[src/rtl/quiz_answer_ctrl_pkg.sv]
// Shared definitions for the quiz round controller: state encoding,
// winner index width, default timing constants and a counter-width helper.
package quiz_answer_ctrl_pkg;

    typedef enum logic [2:0] {
        ST_IDLE   = 3'd0,
        ST_ARMED  = 3'd1,
        ST_BEEP_A = 3'd2,
        ST_BEEP_T = 3'd3,
        ST_DONE   = 3'd4
    } quiz_state_e;

    localparam int WINNER_W = 3;

    localparam int DEF_N_PLAYERS   = 4;
    localparam int DEF_TICK_DIV    = 50000000;
    localparam int DEF_ANSWER_SEC  = 10;
    localparam int DEF_BEEP_CYCLES = 25000000;

    // Width of a counter that must hold 0..n-1; never narrower than one bit.
    function automatic int cnt_width(input int n);
        return (n > 1) ? $clog2(n) : 1;
    endfunction

endpackage

[src/rtl/quiz_answer_ctrl_sec_tick_gen.sv]
// One-second prescaler: counts 0..TICK_DIV-1 while enabled and pulses
// tick_o for one cycle on the last count. clr_i forces the count to 0.
module sec_tick_gen
    import quiz_answer_ctrl_pkg::*;
#(
    parameter int TICK_DIV = DEF_TICK_DIV
) (
    input  logic clk_i,
    input  logic rst_i,
    input  logic clr_i,
    input  logic en_i,
    output logic tick_o
);

    localparam int CW = cnt_width(TICK_DIV);
    localparam logic [CW-1:0] LAST = CW'(TICK_DIV - 1);

    logic [CW-1:0] cnt_q, cnt_d;

    // Next count and tick pulse; clear wins over enable.
    always_comb begin
        cnt_d  = cnt_q;
        tick_o = 1'b0;
        if (clr_i) begin
            cnt_d = '0;
        end else if (en_i) begin
            tick_o = (cnt_q == LAST);
            cnt_d  = (cnt_q == LAST) ? '0 : cnt_q + 1'b1;
        end
    end

    // Count register.
    always_ff @(posedge clk_i) begin
        if (rst_i) cnt_q <= '0;
        else       cnt_q <= cnt_d;
    end

endmodule

[src/rtl/quiz_answer_ctrl.sv]
// Quiz round controller: arms a round on a Start rise, latches the first
// contestant key rise, counts the answer window down in seconds and holds
// the answer / time-over buzzer requests high for BEEP_CYCLES cycles.
// Optional macro QUIZ_FALSE_START_EN: a key rise while IDLE is a foul.
// Dbg_State exposes the FSM state for observation.
module quiz_answer_ctrl
    import quiz_answer_ctrl_pkg::*;
#(
    parameter int N_PLAYERS   = DEF_N_PLAYERS,
    parameter int TICK_DIV    = DEF_TICK_DIV,
    parameter int ANSWER_SEC  = DEF_ANSWER_SEC,
    parameter int BEEP_CYCLES = DEF_BEEP_CYCLES
) (
    input  logic                 CLK,
    input  logic                 RST,
    input  logic                 Start,
    input  logic                 Clear,
    input  logic [N_PLAYERS-1:0] Key,
    output logic [2:0]           Winner_ID,
    output logic                 Winner_Valid,
    output logic                 Foul,
    output logic [7:0]           Sec_Left,
    output logic                 Busy,
    output logic                 Buzzer_Answer,
    output logic                 Buzzer_TimeOver,
    output logic [2:0]           Dbg_State
);

    localparam int BW = cnt_width(BEEP_CYCLES);
    localparam logic [BW-1:0] BEEP_LAST = BW'(BEEP_CYCLES - 1);

    quiz_state_e state_q, state_d;

    logic [N_PLAYERS-1:0] key_prev_q;
    logic                 start_prev_q;
    logic [N_PLAYERS-1:0] key_rise;
    logic                 start_rise;
    logic                 rise_any;
    logic [WINNER_W-1:0]  rise_id;

    logic [WINNER_W-1:0]  win_id_q, win_id_d;
    logic                 win_vld_q, win_vld_d;
    logic [7:0]           sec_q, sec_d;
    logic [BW-1:0]        beep_cnt_q, beep_cnt_d;
    logic                 buz_a_q, buz_t_q;
    logic                 tick;
`ifdef QUIZ_FALSE_START_EN
    logic                 foul_q, foul_d;
`endif

    sec_tick_gen #(.TICK_DIV(TICK_DIV)) u_tick (
        .clk_i  (CLK),
        .rst_i  (RST),
        .clr_i  (Clear || (state_q != ST_ARMED)),
        .en_i   (state_q == ST_ARMED),
        .tick_o (tick)
    );

    // Edge-detect history; sampled every cycle, even in reset, so a key
    // held through reset or clear never looks like a fresh press.
    always_ff @(posedge CLK) begin
        key_prev_q   <= Key;
        start_prev_q <= Start;
    end

    assign key_rise   = Key & ~key_prev_q;
    assign start_rise = Start & ~start_prev_q;
    assign rise_any   = |key_rise;

    // Lowest index among simultaneous key rises.
    always_comb begin
        rise_id = '0;
        for (int i = N_PLAYERS - 1; i >= 0; i--) begin
            if (key_rise[i]) rise_id = WINNER_W'(i);
        end
    end

    // Next-state and datapath updates; Clear returns everything to IDLE.
    always_comb begin
        state_d    = state_q;
        win_id_d   = win_id_q;
        win_vld_d  = win_vld_q;
        sec_d      = sec_q;
        beep_cnt_d = '0;
`ifdef QUIZ_FALSE_START_EN
        foul_d     = foul_q;
`endif
        case (state_q)
            ST_IDLE: begin
`ifdef QUIZ_FALSE_START_EN
                if (rise_any) begin
                    state_d   = ST_BEEP_T;
                    win_id_d  = rise_id;
                    win_vld_d = 1'b1;
                    foul_d    = 1'b1;
                end else if (start_rise) begin
                    state_d = ST_ARMED;
                    sec_d   = 8'(ANSWER_SEC);
                end
`else
                if (start_rise) begin
                    state_d = ST_ARMED;
                    sec_d   = 8'(ANSWER_SEC);
                end
`endif
            end
            ST_ARMED: begin
                // A press in the final-tick cycle beats the timeout.
                if (rise_any) begin
                    state_d   = ST_BEEP_A;
                    win_id_d  = rise_id;
                    win_vld_d = 1'b1;
                end else if (tick) begin
                    if (sec_q == 8'd1) begin
                        sec_d   = 8'd0;
                        state_d = ST_BEEP_T;
                    end else begin
                        sec_d = sec_q - 8'd1;
                    end
                end
            end
            ST_BEEP_A, ST_BEEP_T: begin
                if (beep_cnt_q == BEEP_LAST) state_d = ST_DONE;
                else                         beep_cnt_d = beep_cnt_q + 1'b1;
            end
            ST_DONE: begin
                state_d = ST_DONE;
            end
            default: begin
                state_d = ST_IDLE;
            end
        endcase

        if (Clear) begin
            state_d    = ST_IDLE;
            win_id_d   = '0;
            win_vld_d  = 1'b0;
            sec_d      = 8'd0;
            beep_cnt_d = '0;
`ifdef QUIZ_FALSE_START_EN
            foul_d     = 1'b0;
`endif
        end
    end

    // State, datapath and buzzer registers; buzzers follow the next state
    // so they rise together with the state change into a beep phase.
    always_ff @(posedge CLK) begin
        if (RST) begin
            state_q    <= ST_IDLE;
            win_id_q   <= '0;
            win_vld_q  <= 1'b0;
            sec_q      <= 8'd0;
            beep_cnt_q <= '0;
            buz_a_q    <= 1'b0;
            buz_t_q    <= 1'b0;
        end else begin
            state_q    <= state_d;
            win_id_q   <= win_id_d;
            win_vld_q  <= win_vld_d;
            sec_q      <= sec_d;
            beep_cnt_q <= beep_cnt_d;
            buz_a_q    <= (state_d == ST_BEEP_A);
            buz_t_q    <= (state_d == ST_BEEP_T);
        end
    end

`ifdef QUIZ_FALSE_START_EN
    // Foul flag register.
    always_ff @(posedge CLK) begin
        if (RST) foul_q <= 1'b0;
        else     foul_q <= foul_d;
    end
    assign Foul = foul_q;
`else
    assign Foul = 1'b0;
`endif

    assign Winner_ID       = win_id_q;
    assign Winner_Valid    = win_vld_q;
    assign Sec_Left        = sec_q;
    assign Busy            = (state_q != ST_IDLE);
    assign Buzzer_Answer   = buz_a_q;
    assign Buzzer_TimeOver = buz_t_q;
    assign Dbg_State       = state_q;

endmodule

[config.mk]
export PLATFORM = sky130hd
export DESIGN_NAME = quiz_answer_ctrl
export DESIGN_NICKNAME = d
export VERILOG_FILES = /design/src/rtl/quiz_answer_ctrl_pkg.sv /design/src/rtl/quiz_answer_ctrl_sec_tick_gen.sv /design/src/rtl/quiz_answer_ctrl.sv
export SDC_FILE = /design/constraint.sdc
export NUM_CORES = 1
export LEC_CHECK = 0
export BUFFER_PORTS_ARGS = -buffer_cell sky130_fd_sc_hd__buf_2
export CAP_MARGIN = 20
export CORE_ASPECT_RATIO = 0.9
export CORE_UTILIZATION = 35
export DETAILED_ROUTE_END_ITERATION = 10
export GPL_TIMING_DRIVEN = 0
export PLACE_DENSITY = 0.58
export SLEW_MARGIN = 30
export SYNTH_ARGS = -nofsm -noshare
export SYNTH_HDL_FRONTEND = slang
export SYNTH_HIERARCHICAL = 1
export SYNTH_SLANG_ARGS = --single-unit
[constraint.sdc]
create_clock -name CLK -period 3.4 [get_ports CLK]
set_input_delay 0.17 -clock CLK [delete_from_list [all_inputs] [get_ports CLK]]
set_output_delay 0.17 -clock CLK [all_outputs]
set_load 0.01 [all_outputs]
==> summary.md, run 1 <==
| Metric | Value |
|---|---|
| Status | completed |
| Setup Fix Bufs, Post-CTS | 0 |
| Crit path kind | register to register |
| Area share of the largest cell type after synthesis | 43.1% |
| Nature of the critical path endpoint | register |
| Largest net degree at the start of global routing | 12 |
| CTS max path bufs | 2 |
| Cell total after placement | 539 |
| Initial core utilization | 36.3% |
| R2r endpoint | Sec_Left[6]$_SDFFE_PP0P_ |
| RSZ-0062 raised after global routing | false |
| Area leader, netlist | dfxtp_1 |
| All-Layer GR Usage | 15.5% |
| Max FO, Critical Path | 10 |
| NetSw | 0.351 mW |
| FF+latch count, synth | 72 |
| Slew Limit Fails | 0 |
| Critical Path Start Type | register |
| Final hold vios | 0 |
| Period utilization | 91.4% |
| # Max-Cap Violations | 0 |
| Clock Sinks | 72 |
| Clock insertion delay at the later pin of the skew report | 0.35 ns |
| Number of distinct library cells after synthesis | 51 |
| Post-synthesis sequential area ratio | 43.1% |
| Fraction of registers with async set/reset | 0% |
| Synth Warn # | 6 |
| Leak | 1.26 nW |
| Sw Ratio | 23.1% |
| Total Routed Length | 7260 um |
| Worst Max-Slew Pin Slew | 0.619 ns |
| Commonest non-fill, non-tap cell in the layout | dfxtp_1 |
| RePlAce Congestion | 0.811 |
| Port Buffers | 24 |
| Starting DRT DRC Count | 130 |
| H-tree depth | 3 |
| DIE HEIGHT | 94.8 um |
| Final clock skew | 0.0139 ns |
| Post-route insts no fill | 558 |
| Antenna cells | 0 |
| Top_reg_cell synth | dfxtp_1 |
| R2R depth | 10 |
| Synthesized area | 3350 sq um |
| Sum of negative setup slack | 0 ns |
| Worst Path Arrival | 3.36 ns |
| Initial antenna violation count | 0 |
| Largest cells by area after synthesis | dfxtp_1 43%, nor2_1 7.0%, xnor2_1 5.5%, xor2_1 4.2%, nand3_1 3.3% |
| Worst setup path endpoint | Sec_Left[6]$_SDFFE_PP0P_ |
| Area grow syn2layout | 15.4% |
| Reg power frac | 56.0% |
| Power Density | 394 nW/um^2 |
| Hold WS | 0.0705 ns |
| Layout cell share with drive strength beyond 1 | 13.8% |
| Vias in the first global route | 2606 |
| Crit path from | Dbg_State[2]$_SDFF_PP0_ |
| Number of iterations in the first detailed-routing pass | 4 |
| First-pass GRT wire length | 12300 um |
| Relative slew slack | 58.4% |
| Mean routed wirelength per cell | 13.0 um |
| Clock group share of total power | 40.5% |
| Vias per cell | 5.18 |
| Avg Cell Area, Syn | 8.53 sq um |
| Nets | 445 |
| Via count | 2893 |
| HP Class | input port to register |
| Final setup viols | 0 |
| Comb pwr share | 3.5% |
| Total power | 1.52 mW |
| Post-synth EDFFs | 0 |
| Clk root buf | clkbuf_8 |
| Highest ir drop seen on vdd | 0.168 mV |
| Num CTS Buffers | 9 |
| CORE AREA | 9210 sq um |
| Die width | 105 um |
| # IOs | 27 |
| Post-DP HPWL | 5280 um |
| Maximum clock frequency | 322 MHz |
| CP Data Required Time | 3.66 ns |
| Overflow after GRT | 0 |
| DRC viols | 0 |
| Int Power | 1.17 mW |
| Rows | 33 |
| Clock transition at the registers of the reported paths | 0.08 ns |
| Most frequent cells in the layout | 69 x dfxtp_1, 62 x nor2_1, 31 x buf_2 |
| Tmin final | 3.11 ns |
| CTS tree | yes |
| Die area | 9950 sq um |
| Reg2reg start | Dbg_State[2]$_SDFF_PP0_ |
| Reg2reg setup slack | 0.29 ns |
| Post-route ant nets | 0 |
| Gate Count Post-Synth | 392 |
[critical path, cell delays in order (launching register included)]
cell      delay [ns]
dfxtp_2         0.37
or3b_2          0.46
buf_2           0.18
clkinv_1        0.16
buf_4           0.19
nand4_4         0.15
or4b_4          0.60
nor3_4          0.25
a31o_2          0.27
nand3_1         0.14
o41ai_1         0.24
[metal layers]
metal	global-route usage [%]	up-vias	routed length [um]	share of wire, %
met5	0	-	0	0
met4	3.52	0	56	0.77
met3	5.31	5	254	3.5
met2	25.4	57	3270	45
met1	19.8	1341	3680	51
li1	-	1490	-	-
[power by group through the flow]
stage	Sequential, mW	Clock (mW)	Combinational [mW]
after CTS	0.851	0.640	0.0535
final	0.852	0.616	0.0530
after floorplan	0.871	0	0.0313
after detailed placement	0.871	0	0.0485
after global routing	0.853	0.675	0.0589
after global placement	0.871	0	0.0484
[per-stage QoR]
| step | instance area, sq um | util (%) | worst slack [ns] |
|---|---|---|---|
| after floorplan | 3350 | - | 0.228 |
| after global placement | 3620 | 39.3 | -0.185 |
| after detailed placement | 3620 | 39.3 | -0.222 |
| after CTS | 3860 | 41.9 | 0.0292 |
| after global routing | 3860 | 41.9 | 0.105 |
| final | 3860 | 41.9 | 0.293 |
[area by class of cell]
cell class | count | area [sq um]
sequential | 72 | 1450
fill | 931 | 5350
inverter | 7 | 26.3
clock buffer | 12 | 155
timing repair buffer | 29 | 170
tap | 122 | 153
buffer | 13 | 68.8
clock inverter | 3 | 17.5
multi-input combinational | 300 | 1830
[synthesized netlist by cell type (all sizes together), types with 9 or more instances]
master  count
nand2      20
xnor2      21
xor2       16
or3         9
nand4      17
nor2       62
nand3      22
a21oi      20
nor3       14
o21ai      21
buf        11
dfxtp      72
[worst min path at each step]
stage / start / end / slack [ns] / depth (start not counted)
2_1_floorplan: Key[0] / key_prev_q[0]$_DFF_P_ / 0.20 / 0
3_3_place_gp: Key[0] / key_prev_q[0]$_DFF_P_ / 0.29 / 1
3_5_place_dp: Start / start_prev_q$_DFF_P_ / 0.29 / 1
4_1_cts: RST / u_tick/cnt_q[10]$_SDFFE_PP0P_ / 0.05 / 2
5_1_grt: RST / u_tick/cnt_q[6]$_SDFFE_PP0P_ / 0.07 / 2
6_report: RST / u_tick/cnt_q[10]$_SDFFE_PP0P_ / 0.07 / 2
[timing repair]
action,CTS,global route
resized for setup,3,4
hold endpoints to repair,5,0
hold buffers,5,0
pin swaps,0,1
setup endpoints to repair,11,30
[sequential cells by signal, indices dropped and copies added, names as in the netlist]
signal           flops
Dbg_State            3
Winner_Valid         1
Buzzer_TimeOver      1
Winner_ID            2
beep_cnt_q          25
key_prev_q           4
Buzzer_Answer        1
u_tick/cnt_q        26
start_prev_q         1
Sec_Left             8
[cell families after synthesis]
logic type	synth area share, %
XOR/XNOR	9.69
adder cells (fa/ha/maj)	1.87
AND/OR/NAND/NOR	32.0
buffers and inverters	2.88
other	0.112
AO/OA/AOI/OAI	10.1
multiplexers	0.299
flip-flops	43.1
No activity file was read; power rests on OpenSTA's default activity.
==> run 2: changes to the inputs <==
BUFFER_PORTS_ARGS = -buffer_cell sky130_fd_sc_hd__buf_4   (was -buffer_cell sky130_fd_sc_hd__buf_2)
==> run 2 against run 1 <==
Compared with the run above: wire length is 1.3% lower; sequential share of layout area is 1.2 points lower; hold slack worse by 0.041 ns; sequential power hardly changed; cell area is 3.0% higher; sequential cell count stayed put; clock skew is 0.0037 ns higher; via count is 0.31% lower; cell count is 0.54% higher; setup slack worse by 0.10 ns; clock power is 6.5% higher; maximum frequency is 3.1% lower; highest routed layer unchanged.
==> summary.md, run 2 (synthesized netlist as in run 1, its figures left out) <==
| Metric | Value |
|---|---|
| First-pass GRT wire length | 12200 um |
| H-tree depth | 3 |
| DRC viols | 0 |
| Final hold vios | 0 |
| Most frequent cells in the layout | 72 x dfxtp_1, 62 x nor2_1, 29 x buf_4 |
| Clock Sinks | 72 |
| Leak | 1.29 nW |
| Clock transition at the registers of the reported paths | 0.08 ns |
| RSZ-0062 raised after global routing | false |
| Status | completed |
| Routed wl met2 | 3190 um |
| Crit-path cells | clkbuf_1, or3b_2, buf_2, clkinvlp_4, buf_4, nand4_4, or4b_4, nor3_4, a31o_4, nand3_1, o41ai_2 |
| Post-DP HPWL | 5200 um |
| Max reg flops | 26 |
| Hold Crit Start | RST |
| Dpl ws | -0.288 ns |
| Total power | 1.57 mW |
| Period utilization | 94.4% |
| Maximum clock frequency | 312 MHz |
| Total Routed Length | 7170 um |
| Die width | 105 um |
| Largest register by flop count | u_tick/cnt_q |
| Initial core utilization | 36.3% |
| Starting DRT DRC Count | 97 |
| WL met1 | 3600 um |
| Post-route ant nets | 0 |
| CTS tree | yes |
| Crit path from | Dbg_State[1]$_SDFF_PP0_ |
| Routed met3 length | 319 um |
| Nature of the critical path endpoint | register |
| Vias in the first global route | 2617 |
| Worst Max-Slew Pin Slew | 0.700 ns |
| # Max-Cap Violations | 0 |
| Port Buffers | 24 |
| Via count | 2884 |
| Final setup viols | 0 |
| CORE AREA | 9210 sq um |
| Antenna cells | 0 |
| Uppermost layer routed | met4 |
| Largest net degree at the start of global routing | 13 |
| Area grow syn2layout | 18.9% |
| Slowest-stage cell, CP | or4b_4 |
| CTS max path bufs | 2 |
| Commonest non-fill, non-tap cell in the layout | dfxtp_1 |
| Final core utilization | 43.2% |
| Largest stage delay, worst path | 0.61 ns |
| CP Data Required Time | 3.65 ns |
| Final clock skew | 0.0176 ns |
| Slack of the critical path | 0.192 ns |
| HP Class | input port to register |
| Relative slew slack | 53.2% |
| Reg2reg start | Dbg_State[1]$_SDFF_PP0_ |
| Post-route insts no fill | 561 |
| R2R depth | 11 |
| Initial antenna violation count | 0 |
| Worst Path Arrival | 3.46 ns |
| Num CTS Buffers | 9 |
| Mean routed wirelength per cell | 12.8 um |
| Tmin final | 3.21 ns |
| RePlAce Congestion | 0.789 |
| Layout cell share with drive strength beyond 1 | 13.9% |
| Vias per cell | 5.14 |
| Rows | 33 |
| Overflow after GRT | 0 |
| Clock insertion delay at the later pin of the skew report | 0.34 ns |
| Slew Limit Fails | 0 |
| Clk root buf | clkbuf_8 |
| Crit path kind | register to register |
| Max FO, Critical Path | 10 |
| Cell total after placement | 539 |
| Number of iterations in the first detailed-routing pass | 4 |
| Power Density | 394 nW/um^2 |
| Critical Path Start Type | register |
| Nets | 448 |
| # IOs | 27 |
| All-Layer GR Usage | 15.4% |
| R2r endpoint | Sec_Left[6]$_SDFFE_PP0P_ |
| Highest ir drop seen on vdd | 0.178 mV |
| Die area | 9950 sq um |
| DIE HEIGHT | 94.8 um |
| Worst setup path endpoint | Sec_Left[6]$_SDFFE_PP0P_ |
| Reg2reg setup slack | 0.19 ns |
[run 2: changes by cell type in the layout (fill, tap and decap cells not counted), sizes merged]
cell | before | now
clkinvlp | 1 | 2
bufinv | 0 | 1
clkinv | 3 | 1
buf | 35 | 37
inv | 6 | 7
[run 2: worst min-delay path by stage]
stage	end	slack, ns	cells past startpoint
after floorplan	key_prev_q[0]$_DFF_P_	0.20	0
after CTS	u_tick/cnt_q[10]$_SDFFE_PP0P_	0.02	2
final	u_tick/cnt_q[10]$_SDFFE_PP0P_	0.03	2
after detailed placement	start_prev_q$_DFF_P_	0.28	1
after global routing	u_tick/cnt_q[6]$_SDFFE_PP0P_	0.02	2
after global placement	start_prev_q$_DFF_P_	0.28	1
[run 2: where the power goes]
group	internal [mW]	switching [mW]
sequential	0.848	0.00341
combinational	0.0278	0.0321
clock	0.339	0.316
total	1.22	0.352
[run 2: metal layers]
| layer | track usage [%] | vias up |
|---|---|---|
| met4 | 4.81 | 0 |
| met3 | 4.35 | 4 |
| met1 | 19.6 | 1333 |
| met5 | 0 | - |
| li1 | - | 1491 |
| met2 | 25.2 | 56 |
[run 2: final cells by class]
class	instances	area, sq um
Clock buffer	11	131
Timing Repair Buffer	31	245
Sequential cell	72	1440
Fill cell	953	5230
Buffer	14	72.6
Clock inverter	4	55.1
Multi-Input combinational cell	300	1850
Tap cell	122	153
Inverter	7	30.0
[run 2: timing repair]
| item | in CTS | in global routing |
|---|---|---|
| pin swaps | 0 | 1 |
| endpoints found under the setup margin | 11 | 27 |
| hold buffers | 5 | 0 |
| endpoints found under the hold margin | 5 | 0 |
| resized for setup | 4 | 4 |
| buffers inserted | 0 | 2 |
[run 2: through the flow]
step | instance area, sq um | hold slack [ns] | setup TNS (ns)
after floorplan | 3350 | 0.198 | 0
after global placement | 3680 | 0.283 | -0.576
after detailed placement | 3680 | 0.284 | -1.01
after CTS | 3940 | 0.0208 | 0
after global routing | 3980 | 0.0189 | 0
final | 3980 | 0.0295 | 0
[run 2: worst max-delay path, delay by kind of cell, from the launching register on]
kind	cells	cell delay (ns)
compound gates	2	0.46
buf+inv	4	0.69
flops	1	0.32
simple gates	5	1.63
